$ cat src/rtl/ltc_pkg.sv
// Shared definitions for the LTC generator timing scheduler: rate codes,
// scheduler states, frame geometry and increment-field indices.
package ltc_pkg;

  typedef enum logic [1:0] {
    RATE_24  = 2'b00,
    RATE_25  = 2'b01,
    RATE_BAD = 2'b10,
    RATE_30  = 2'b11
  } rate_e;

  typedef enum logic [1:0] {
    STOP,
    ARM,
    RUN,
    STOPPING
  } state_e;

  localparam int HALVES = 160;
  localparam int IDX_W  = 8;
  localparam int DIV_W  = 12;

  localparam int SEC = 0;
  localparam int MIN = 1;
  localparam int HRS = 2;

  // Terminal count (divide ratio minus one) for a latched, valid rate.
  function automatic logic [DIV_W-1:0] rate_tc(rate_e r, int d24, int d25, int d30);
    case (r)
      RATE_25: rate_tc = DIV_W'(d25 - 1);
      RATE_30: rate_tc = DIV_W'(d30 - 1);
      default: rate_tc = DIV_W'(d24 - 1);
    endcase
  endfunction

endpackage

$ cat src/rtl/ltc_sched_if.sv
// Scheduler <-> datapath bundle: jam/increment requests in, update strobes
// and half-bit position out. The scheduler takes the slave side.
interface ltc_sched_if;
  logic       jam_valid;
  logic       jam_ready;
  logic [2:0] inc_req;
  logic [2:0] inc_grant;
  logic       load_stb;
  logic       frame_stb;
  logic       half_stb;
  logic [7:0] half_idx;

  modport master (
    output jam_valid, inc_req,
    input  jam_ready, inc_grant, load_stb, frame_stb, half_stb, half_idx
  );

  modport slave (
    input  jam_valid, inc_req,
    output jam_ready, inc_grant, load_stb, frame_stb, half_stb, half_idx
  );
endinterface

$ cat src/rtl/ltc_half_div.sv
// Programmable half-bit divider: counts 0..tc while enabled, pulses tick on
// the terminal count and restarts; clr forces the count back to zero.
module ltc_half_div
  import ltc_pkg::*;
(
  input  logic             clk,
  input  logic             reset_n,
  input  logic             clr,
  input  logic             en,
  input  logic [DIV_W-1:0] tc,
  output logic             tick
);

  logic [DIV_W-1:0] cnt_q, cnt_d;

  assign tick = en && !clr && (cnt_q == tc);

  always_comb begin
    // NOTE: every always_comb output gets a default first so no path can infer a latch.
    cnt_d = cnt_q;
    if (clr)     cnt_d = '0;
    else if (en) cnt_d = tick ? '0 : cnt_q + 1'b1;
  end

  always_ff @(posedge clk) begin
    // NOTE: state registers use non-blocking assignments so all flops update from pre-edge values.
    if (!reset_n) cnt_q <= '0;
    else          cnt_q <= cnt_d;
  end

endmodule

$ cat src/rtl/ltc_sched.sv
// LTC timing scheduler and update arbiter: half-bit/frame strobes, run/stop
// sequencing, and one-update-per-cycle arbitration of jam, frame and increments.
// Optional frame_cnt output enabled by defining LTC_SCHED_FRAMECNT_EN.
module ltc_sched
  import ltc_pkg::*;
#(
  parameter int DIV_24 = 3125,
  parameter int DIV_25 = 3000,
  parameter int DIV_30 = 2500
) (
  input  logic        clk,
  input  logic        reset_n,
  input  logic [1:0]  framerate,
  input  logic        run,
  ltc_sched_if.slave  bus,
  output logic        running,
  output logic        rate_err
`ifdef LTC_SCHED_FRAMECNT_EN
  ,
  output logic [15:0] frame_cnt
`endif
);

  state_e           state_q, state_d;
  rate_e            rate_q, rate_d;
  logic [IDX_W-1:0] half_idx_q, half_idx_d;
  logic             half_stb_q, half_stb_d;
  logic             frame_stb_q, frame_stb_d;
  logic             load_stb_q, load_stb_d;
  logic             rate_err_q, rate_err_d;
  logic [2:0]       pend_q, pend_d;
  logic [2:0]       grant_q, grant_d;

  logic             counting;
  logic             tick;
  logic             wrap;
  logic             jam_ok;
  rate_e            fr_in;
  logic [DIV_W-1:0] tc;

  assign fr_in    = rate_e'(framerate);
  assign counting = (state_q == RUN) || (state_q == STOPPING);
  assign tc       = rate_tc(rate_q, DIV_24, DIV_25, DIV_30);
  assign wrap     = tick && (half_idx_q == IDX_W'(HALVES - 1));

  ltc_half_div u_div (
    .clk     (clk),
    .reset_n (reset_n),
    .clr     (!counting),
    .en      (counting),
    .tc      (tc),
    .tick    (tick)
  );

  always_comb begin
    state_d     = state_q;
    rate_d      = rate_q;
    rate_err_d  = rate_err_q;
    half_idx_d  = half_idx_q;
    half_stb_d  = tick;
    frame_stb_d = 1'b0;
    load_stb_d  = 1'b0;
    jam_ok      = 1'b0;
    grant_d     = '0;

    if (tick) half_idx_d = wrap ? '0 : half_idx_q + 1'b1;

    case (state_q)
      STOP: begin
        half_idx_d = '0;
        rate_err_d = 1'b0;
        jam_ok     = 1'b1;
        if (run) state_d = ARM;
      end
      ARM: begin
        jam_ok = 1'b1;
        if (!run) begin
          state_d = STOP;
        end else if (fr_in == RATE_BAD) begin
          rate_err_d = 1'b1;
        end else begin
          rate_d      = fr_in;
          rate_err_d  = 1'b0;
          state_d     = RUN;
          frame_stb_d = 1'b1;
        end
      end
      RUN: begin
        // A bad code at the boundary keeps the old rate but is still flagged.
        if (wrap) begin
          frame_stb_d = 1'b1;
          jam_ok      = 1'b1;
          if (fr_in == RATE_BAD) begin
            rate_err_d = 1'b1;
          end else begin
            rate_d     = fr_in;
            rate_err_d = 1'b0;
          end
        end
        if (!run) state_d = STOPPING;
      end
      STOPPING: begin
        if (run)       state_d = RUN;
        else if (wrap) state_d = STOP;
      end
      default: state_d = STOP;
    endcase

    // load_stb_q guards against re-accepting a request still held in its ready cycle.
    if (jam_ok && bus.jam_valid && !load_stb_q) begin
      load_stb_d  = 1'b1;
      frame_stb_d = 1'b0;
    end

    if (!frame_stb_d && !load_stb_d) begin
      if      (pend_q[HRS]) grant_d[HRS] = 1'b1;
      else if (pend_q[MIN]) grant_d[MIN] = 1'b1;
      else if (pend_q[SEC]) grant_d[SEC] = 1'b1;
    end

    pend_d = load_stb_d ? '0 : ((pend_q & ~grant_d) | bus.inc_req);
  end

  always_ff @(posedge clk) begin
    if (!reset_n) begin
      state_q     <= STOP;
      rate_q      <= RATE_24;
      rate_err_q  <= 1'b0;
      half_idx_q  <= '0;
      half_stb_q  <= 1'b0;
      frame_stb_q <= 1'b0;
      load_stb_q  <= 1'b0;
      pend_q      <= '0;
      grant_q     <= '0;
    end else begin
      state_q     <= state_d;
      rate_q      <= rate_d;
      rate_err_q  <= rate_err_d;
      half_idx_q  <= half_idx_d;
      half_stb_q  <= half_stb_d;
      frame_stb_q <= frame_stb_d;
      load_stb_q  <= load_stb_d;
      pend_q      <= pend_d;
      grant_q     <= grant_d;
    end
  end

`ifdef LTC_SCHED_FRAMECNT_EN
  logic [15:0] frame_cnt_q, frame_cnt_d;

  always_comb begin
    frame_cnt_d = ((state_q == ARM) ? 16'd0 : frame_cnt_q) + {15'd0, frame_stb_d};
  end

  always_ff @(posedge clk) begin
    if (!reset_n) frame_cnt_q <= '0;
    else          frame_cnt_q <= frame_cnt_d;
  end

  assign frame_cnt = frame_cnt_q;
`endif

  assign bus.jam_ready = load_stb_q;
  assign bus.load_stb  = load_stb_q;
  assign bus.frame_stb = frame_stb_q;
  assign bus.half_stb  = half_stb_q;
  assign bus.half_idx  = half_idx_q;
  assign bus.inc_grant = grant_q;
  assign running       = counting;
  assign rate_err      = rate_err_q;

endmodule

$ cat src/flat_wrapper.sv
// flat-port wrapper written by rule: the top's interface ports become plain ports
module ltc_sched_flat import ltc_pkg::*;
#(
  parameter int DIV_24 = 3125,
  parameter int DIV_25 = 3000,
  parameter int DIV_30 = 2500
)
  (clk, reset_n, framerate, run, running, rate_err, bus_jam_valid, bus_inc_req, bus_jam_ready, bus_inc_grant, bus_load_stb, bus_frame_stb, bus_half_stb, bus_half_idx);
  ltc_sched_if bus_i ();
  input  logic clk;
  input  logic reset_n;
  input  logic [1:0] framerate;
  input  logic run;
  output logic running;
  output logic rate_err;
  input wire logic [$bits(bus_i.jam_valid)-1:0] bus_jam_valid;
  input wire logic [$bits(bus_i.inc_req)-1:0] bus_inc_req;
  output wire logic [$bits(bus_i.jam_ready)-1:0] bus_jam_ready;
  output wire logic [$bits(bus_i.inc_grant)-1:0] bus_inc_grant;
  output wire logic [$bits(bus_i.load_stb)-1:0] bus_load_stb;
  output wire logic [$bits(bus_i.frame_stb)-1:0] bus_frame_stb;
  output wire logic [$bits(bus_i.half_stb)-1:0] bus_half_stb;
  output wire logic [$bits(bus_i.half_idx)-1:0] bus_half_idx;
  assign bus_i.jam_valid = bus_jam_valid;
  assign bus_i.inc_req = bus_inc_req;
  assign bus_jam_ready = bus_i.jam_ready;
  assign bus_inc_grant = bus_i.inc_grant;
  assign bus_load_stb = bus_i.load_stb;
  assign bus_frame_stb = bus_i.frame_stb;
  assign bus_half_stb = bus_i.half_stb;
  assign bus_half_idx = bus_i.half_idx;
  ltc_sched #(.DIV_24(DIV_24), .DIV_25(DIV_25), .DIV_30(DIV_30)) u_core (.clk(clk), .reset_n(reset_n), .framerate(framerate), .run(run), .bus(bus_i), .running(running), .rate_err(rate_err));
endmodule
$ cat config.mk
export PLATFORM = sky130hd
export DESIGN_NAME = ltc_sched_flat
export DESIGN_NICKNAME = d
export VERILOG_FILES = /design/src/rtl/ltc_pkg.sv /design/src/rtl/ltc_sched_if.sv /design/src/rtl/ltc_half_div.sv /design/src/rtl/ltc_sched.sv /design/src/flat_wrapper.sv
export SDC_FILE = /design/constraint.sdc
export NUM_CORES = 1
export LEC_CHECK = 0
export CORE_MARGIN = 4
export CORE_UTILIZATION = 53
export CTS_CLUSTER_DIAMETER = 200
export DETAILED_ROUTE_END_ITERATION = 6
export PLACE_DENSITY = 0.77
export SLEW_MARGIN = 20
export SYNTH_ARGS = -nofsm -noshare
export SYNTH_HDL_FRONTEND = slang
export SYNTH_SLANG_ARGS = --single-unit
$ cat constraint.sdc
create_clock -name clk -period 2.7 [get_ports clk]
set_clock_uncertainty 0.15 [all_clocks]
set_input_delay 0.27 -clock clk [delete_from_list [all_inputs] [get_ports clk]]
set_output_delay 0.27 -clock clk [all_outputs]
set_load 0.05 [all_outputs]
==> out/summary.json <==
{
  "synth_adder_area_share": {"value": 4.38, "unit": "%"},
  "rows": {"value": 20},
  "io_pins": {"value": 26},
  "drv_cap": {"value": 0},
  "post_dp_hpwl": {"value": 2670, "unit": "µm"},
  "cts_buffer_depth": {"value": 2},
  "start_util": {"value": 55.7, "unit": "%"},
  "crit_type": {"value": "reg2reg"},
  "cts_tree": {"value": "built"},
  "mappedNetlistNets": {"value": 202},
  "postCtsHoldBufs": {"value": 0},
  "tightestPinTransition": {"value": 0.531, "unit": "ns"},
  "combined_area_of_the_multi_input_logic_cells": {"value": 977, "unit": "µm²"},
  "antenna_left": {"value": 0},
  "synth-seq-cells": {"value": 34},
  "synth_top_cell_area_share": {"value": 39.7, "unit": "%"},
  "critical_path_arrival": {"value": 2.50, "unit": "ns"},
  "post_synth_inst_count": {"value": 187},
  "chipWidth": {"value": 64.9, "unit": "µm"},
  "power.density_cell_area": {"value": 539, "unit": "mW/mm²"},
  "combinational_family_with_the_most_area_after_synthesis": {"value": "simple AND/OR/NAND/NOR gates"},
  "yosysSeqAreaShare": {"value": 39.7, "unit": "%"},
  "grt_pass1_vias": {"value": 1375},
  "timing.critical_path.required": {"value": 2.76, "unit": "ns"},
  "synth_compound_gate_area_share": {"value": 14.5, "unit": "%"},
  "timing.setup.tns": {"value": 0, "unit": "ns"},
  "initial_drc_count": {"value": 109},
  "critPathSlowestCell": {"value": "sky130_fd_sc_hd__o2111a_1"},
  "post_synth_and_or_nand_nor_area_fraction": {"value": 28.3, "unit": "%"},
  "p_leak": {"value": 0.776, "unit": "nW"},
  "cts-buffers-inserted": {"value": 5},
  "most-common-layout-cells": {"value": "sky130_fd_sc_hd__dfxtp_1 (34), sky130_fd_sc_hd__nor2_1 (32), sky130_fd_sc_hd__clkdlybuf4s50_1 (24)"},
  "fp.coreArea": {"value": 0.00308, "unit": "mm²"},
  "run_status": {"value": "completed"},
  "residual_drc": {"value": 0},
  "critical_path.n_buffers_inverters": {"value": 1},
  "layout.nets": {"value": 229},
  "pre_cts_slack": {"value": 0.267, "unit": "ns"},
  "synth-main-ff-cell": {"value": "sky130_fd_sc_hd__dfxtp_1"},
  "final-seq-area": {"value": 681, "unit": "µm²"},
  "clkTransAtPathRegs": {"value": 0.10, "unit": "ns"},
  "timing.final.max_slew_violations": {"value": 0},
  "mean_instance_size_in_the_synthesized_netlist": {"value": 9.17, "unit": "µm²"},
  "nFillCells": {"value": 262},
  "critical_path.startpoint_type": {"value": "register"},
  "clock_tree.htree_level_count": {"value": 2},
  "grt_max_degree": {"value": 15},
  "clock_sink_count": {"value": 34},
  "vias": {"value": 1396},
  "wire_per_inst": {"value": 13.7, "unit": "µm"},
  "flow.area_growth_from_synthesis": {"value": 20.6, "unit": "%"},
  "dieHeight": {"value": 64.9, "unit": "µm"},
  "post_cts_buffers": {"value": 0},
  "portBuffers": {"value": 25},
  "post-synth-top-area-cell": {"value": "sky130_fd_sc_hd__dfxtp_1"},
  "unique_masters_post_synth": {"value": 47},
  "globalRouteOverflowTotal": {"value": 0},
  "muxShareOfSynthArea": {"value": 1.17, "unit": "%"},
  "period_share": {"value": 90.5, "unit": "%"},
  "critical_path.cell_chain": {"value": "inv_1, ha_1, nor2_1, a2111oi_4, o2111a_1, nand3b_1, nor2_1"},
  "grt_first_pass_wirelength": {"value": 6130, "unit": "µm"},
  "yosysWarningCount": {"value": 0},
  "timing.final.hold_violations": {"value": 0},
  "relSlewSlack": {"value": 64.5, "unit": "%"},
  "cp-end-kind": {"value": "register"},
  "synth.top_cells.by_area": {"value": "sky130_fd_sc_hd__dfxtp_1 (40%), sky130_fd_sc_hd__nor2_1 (7.0%), sky130_fd_sc_hd__xor2_1 (6.1%)"},
  "worstSkewPairLatency": {"value": 0.33, "unit": "ns"},
  "fmax": {"value": 409, "unit": "MHz"},
  "worst_setup_margin": {"value": 0.256, "unit": "ns"},
  "synth_enable_flop_cells": {"value": 0},
  "report.final.setup_viol": {"value": 0},
  "final_layout_size_suffix_gt1_share": {"value": 7.44, "unit": "%"},
  "via_per_instance_ratio": {"value": 5.39},
  "antenna_cells_inserted": {"value": 0},
  "mostFrequentLayoutCell": {"value": "sky130_fd_sc_hd__dfxtp_1"},
  "worst_path_most_repeated_cell": {"value": "sky130_fd_sc_hd__nor2_1"},
  "min-delay-path-class": {"value": "reg2reg"},
  "path_max_fanout": {"value": 12},
  "crit_family": {"value": "compound AO/OA/AOI/OAI gates"},
  "total_die_area": {"value": 0.00421, "unit": "mm²"},
  "drt-pass1-iter-count": {"value": 4},
  "gpl.final_weighted_congestion": {"value": 0.874},
  "vdd_ir_drop_max": {"value": 415, "unit": "µV"},
  "synthArstFlopShare": {"value": 0, "unit": "%"},
  "gr-usage-all-layers": {"value": 18.5, "unit": "%"},
  "antenna_violations_before_repair": {"value": 0},
  "worst-r2r-setup-slack": {"value": 0.26, "unit": "ns"},
  "cts_root_buffer": {"value": "sky130_fd_sc_hd__clkbuf_4"},
  "slowest_delay": {"value": 0.46, "unit": "ns"},
  "synth-xor-area-share": {"value": 8.69, "unit": "%"},
  "mappedNetlistArea": {"value": 0.00171, "unit": "mm²"},
  "rsz0062_at_grt": {"value": "no"},
  "min_period": {"value": 2.44, "unit": "ns"},
  "drt_wl_total": {"value": 3550, "unit": "µm"}
}
==> flip-flops by register name (all words and copies together), names as in the netlist, named ones only <==
signal                flops
u_core.bus.half_idx       8
u_core.bus.inc_grant      3
u_core.pend_q             3
u_core.u_div.cnt_q       12
u_core.rate_q             2
u_core.rate_err           1
u_core.bus.jam_ready      1
u_core.bus.frame_stb      1
u_core.state_q            1
u_core.bus.half_stb       1
==> report_power, final <==
group	switching (mW)	total [mW]	internal (mW)
Clock	0.162	0.359	0.196
Sequential	0.0240	0.547	0.523
Combinational	0.124	0.210	0.0853
==> what timing repair did <==
item	in CTS	in global routing
endpoints found under the hold margin	0	0
setup endpoints to repair	0	1
resized for setup	0	1
==> worst paths after layout <==
path	from	endpoint	cells past startpoint
max	u_core.state_q[0]	u_core.u_div.cnt_q[10]	7
min	u_core.rate_err	u_core.rate_err	2
max reg2reg	u_core.state_q[0]	u_core.u_div.cnt_q[10]	7
min reg2reg	u_core.rate_err	u_core.rate_err	2
==> worst reg2reg max path: stages, from the launching register on <==
cell	delay [ns]
sky130_fd_sc_hd__dfxtp_1	0.37
sky130_fd_sc_hd__inv_1	0.11
sky130_fd_sc_hd__ha_1	0.26
sky130_fd_sc_hd__nor2_1	0.12
sky130_fd_sc_hd__a2111oi_4	0.32
sky130_fd_sc_hd__o2111a_1	0.46
sky130_fd_sc_hd__nand3b_1	0.43
sky130_fd_sc_hd__nor2_1	0.10
==> kinds of logic after synthesis <==
logic type | after synthesis
AND/OR/NAND/NOR | 89
XOR/XNOR | 17
adder cells (fa/ha/maj) | 6
buffers and inverters | 12
multiplexers | 2
AO/OA/AOI/OAI | 27
flip-flops | 34
==> stage by stage <==
| step | utilization [%] | hold WS [ns] | area [µm²] | power, mW | cells |
|---|---|---|---|---|---|
| floorplan | - | 0.237 | 1710 | 0.707 | 187 |
| global placement | 64.6 | 0.296 | 1990 | 0.758 | 251 |
| detailed placement | 64.6 | 0.312 | 1990 | 0.765 | 251 |
| CTS | 67.1 | 0.323 | 2060 | 1.12 | 259 |
| global route | 67.2 | 0.326 | 2070 | 1.17 | 259 |
| finish | 67.2 | 0.321 | 2070 | 1.11 | 259 |
==> routing by layer <==
metal	GRT usage, %	routed length [µm]	share of wire, %
met4	5.80	46	1.3
met3	5.55	167	4.7
met5	0	0	0
met2	30.5	1670	47
met1	23.1	1660	47
==> cells in the mapped netlist, drive strengths merged (2+ instances only) <==
library cell,number
a21oi,4
and2,4
and3,4
and4,2
buf,3
clkbuf,2
dfxtp,34
ha,6
inv,7
mux2i,2
nand2,11
nand2b,7
nand3,8
nand3b,2
nand4,6
nand4b,2
nor2,32
nor3,2
nor3b,2
nor4b,2
o211a,3
o21ai,8
o31ai,2
xnor2,5
xor2,12
==> cell type report <==
cell class                      count  area share, %
Timing Repair Buffer               25           12.2
Multi-Input combinational cell    141           47.3
Clock inverter                      1           1.45
Sequential cell                    34           32.9
Tap cell                           44           2.66
Inverter                            7           1.27
Clock buffer                        7           2.18
(Power assumes the default switching activity.)
==> variant (same flow settings) <==
Change the package constant `DIV_W` from 12 to 6.
--- a/src/rtl/ltc_pkg.sv
+++ b/src/rtl/ltc_pkg.sv
@@ -20,3 +20,3 @@
   localparam int IDX_W  = 8;
-  localparam int DIV_W  = 12;
+  localparam int DIV_W  = 6;
 
Formal check against the unedited RTL: not equivalent (Yosys sat finds a counterexample within 10 cycles, from zero or initial values and one cycle with reset_n low).
==> variant against the original RTL <==
  * Routed wire length decreased by 22%
  * Sequential cell count is 6 lower
  * Setup slack gained 0.13 ns
  * Die area is 18% lower
  * Global-route usage fell by 0.34 points
  * Synthesized area down 21%
  * Cell area fell by 18%
  * Sequential share of layout area rose by 0.26 points
  * Maximum frequency is 5.8% higher
  * Largest cell class unchanged
Power is not compared: it rests on default switching activity, and its combinational part moved more than twofold at a synthesized area within 25%.
==> variant: results <==
[global_routing]
grtUsageTotal_pct = 18.2
grt_max_degree = 17
use_met3_pct = 2.85

[place]
dp_slack_ns = 0.421
gp_congestion = 0.821

[final_layout]
largest_register_ff_count = 8
drive_gt1_share_pct = 6.63
num-multi-input-gates = 115
num-fill-cells = 200
seq_share_pct = 33.2
nNonClkInverters = 9
multi_input_area_um2 = 752
layout.nonclk_buf_share_pct = 15.0

[clock_network]
cts_buffers = 3
path_clk_slew_ns = 0.15

[setup_path]
arrival_ns = 2.43
r2r_slack_ns = 0.39
r2r_end = "u_core.bus.half_idx[6]"
crit_path_top_delay_cell = "or4_4"
crit_fanout = 9
slowest_delay_ns = 0.55
path_delay_family = "simple AND/OR/NAND/NOR gates"

[run_status]
outcome = "finished clean"

[timing]
hold-worst-slack_ns = 0.301
slew_headroom_pct = 65.9

[synthesis]
synth_cell_types = 41
synthAdderAreaFrac_pct = 5.53
synth.area.top_cells = "dfxtp_1 (41%), nor2_1 (5.8%), xor2_1 (5.8%)"
synth_common_cells = "dfxtp_1 (28), nor2_1 (21), nand3_1 (15)"
synth_compound_area_share_pct = 13.5
ys_ff_latch = 28

[drt]
routed_via_density = 5.50
post_drt_wl_per_cell_um = 13.1
wl_met3_um = 115
wl_met2_mm = 1.32

[min_path]
holdPathEnd = "u_core.bus.inc_grant[0]"
hold_start = "u_core.pend_q[0]"
-- variant: repair_timing --
item / CTS / global route
gates resized for setup: 0 / 1
hold buffers: 0 / 0
setup buffers: 0 / 0
setup endpoints to repair: 0 / 1
-- variant: worst max path at each step --
stage                                start                endpoint  slack [ns]  cells after the start
detailed placement       u_core.state_q[0]  u_core.bus.half_idx[6]        0.42                      7
CTS                      u_core.state_q[0]                 running        0.08                      5
floorplan           u_core.bus.half_idx[0]        u_core.rate_q[0]        0.47                      6
global placement         u_core.state_q[0]  u_core.bus.half_idx[6]        0.48                      7
global route             u_core.state_q[0]       u_core.state_q[0]        0.13                      7
finish                   u_core.state_q[0]  u_core.bus.half_idx[6]        0.39                      7
-- variant: per-stage QoR --
stage               cell area, um^2  cells
finish                         1690    211
global route                   1690    211
detailed placement             1630    207
floorplan                      1360    154
CTS                            1690    211
global placement               1630    207
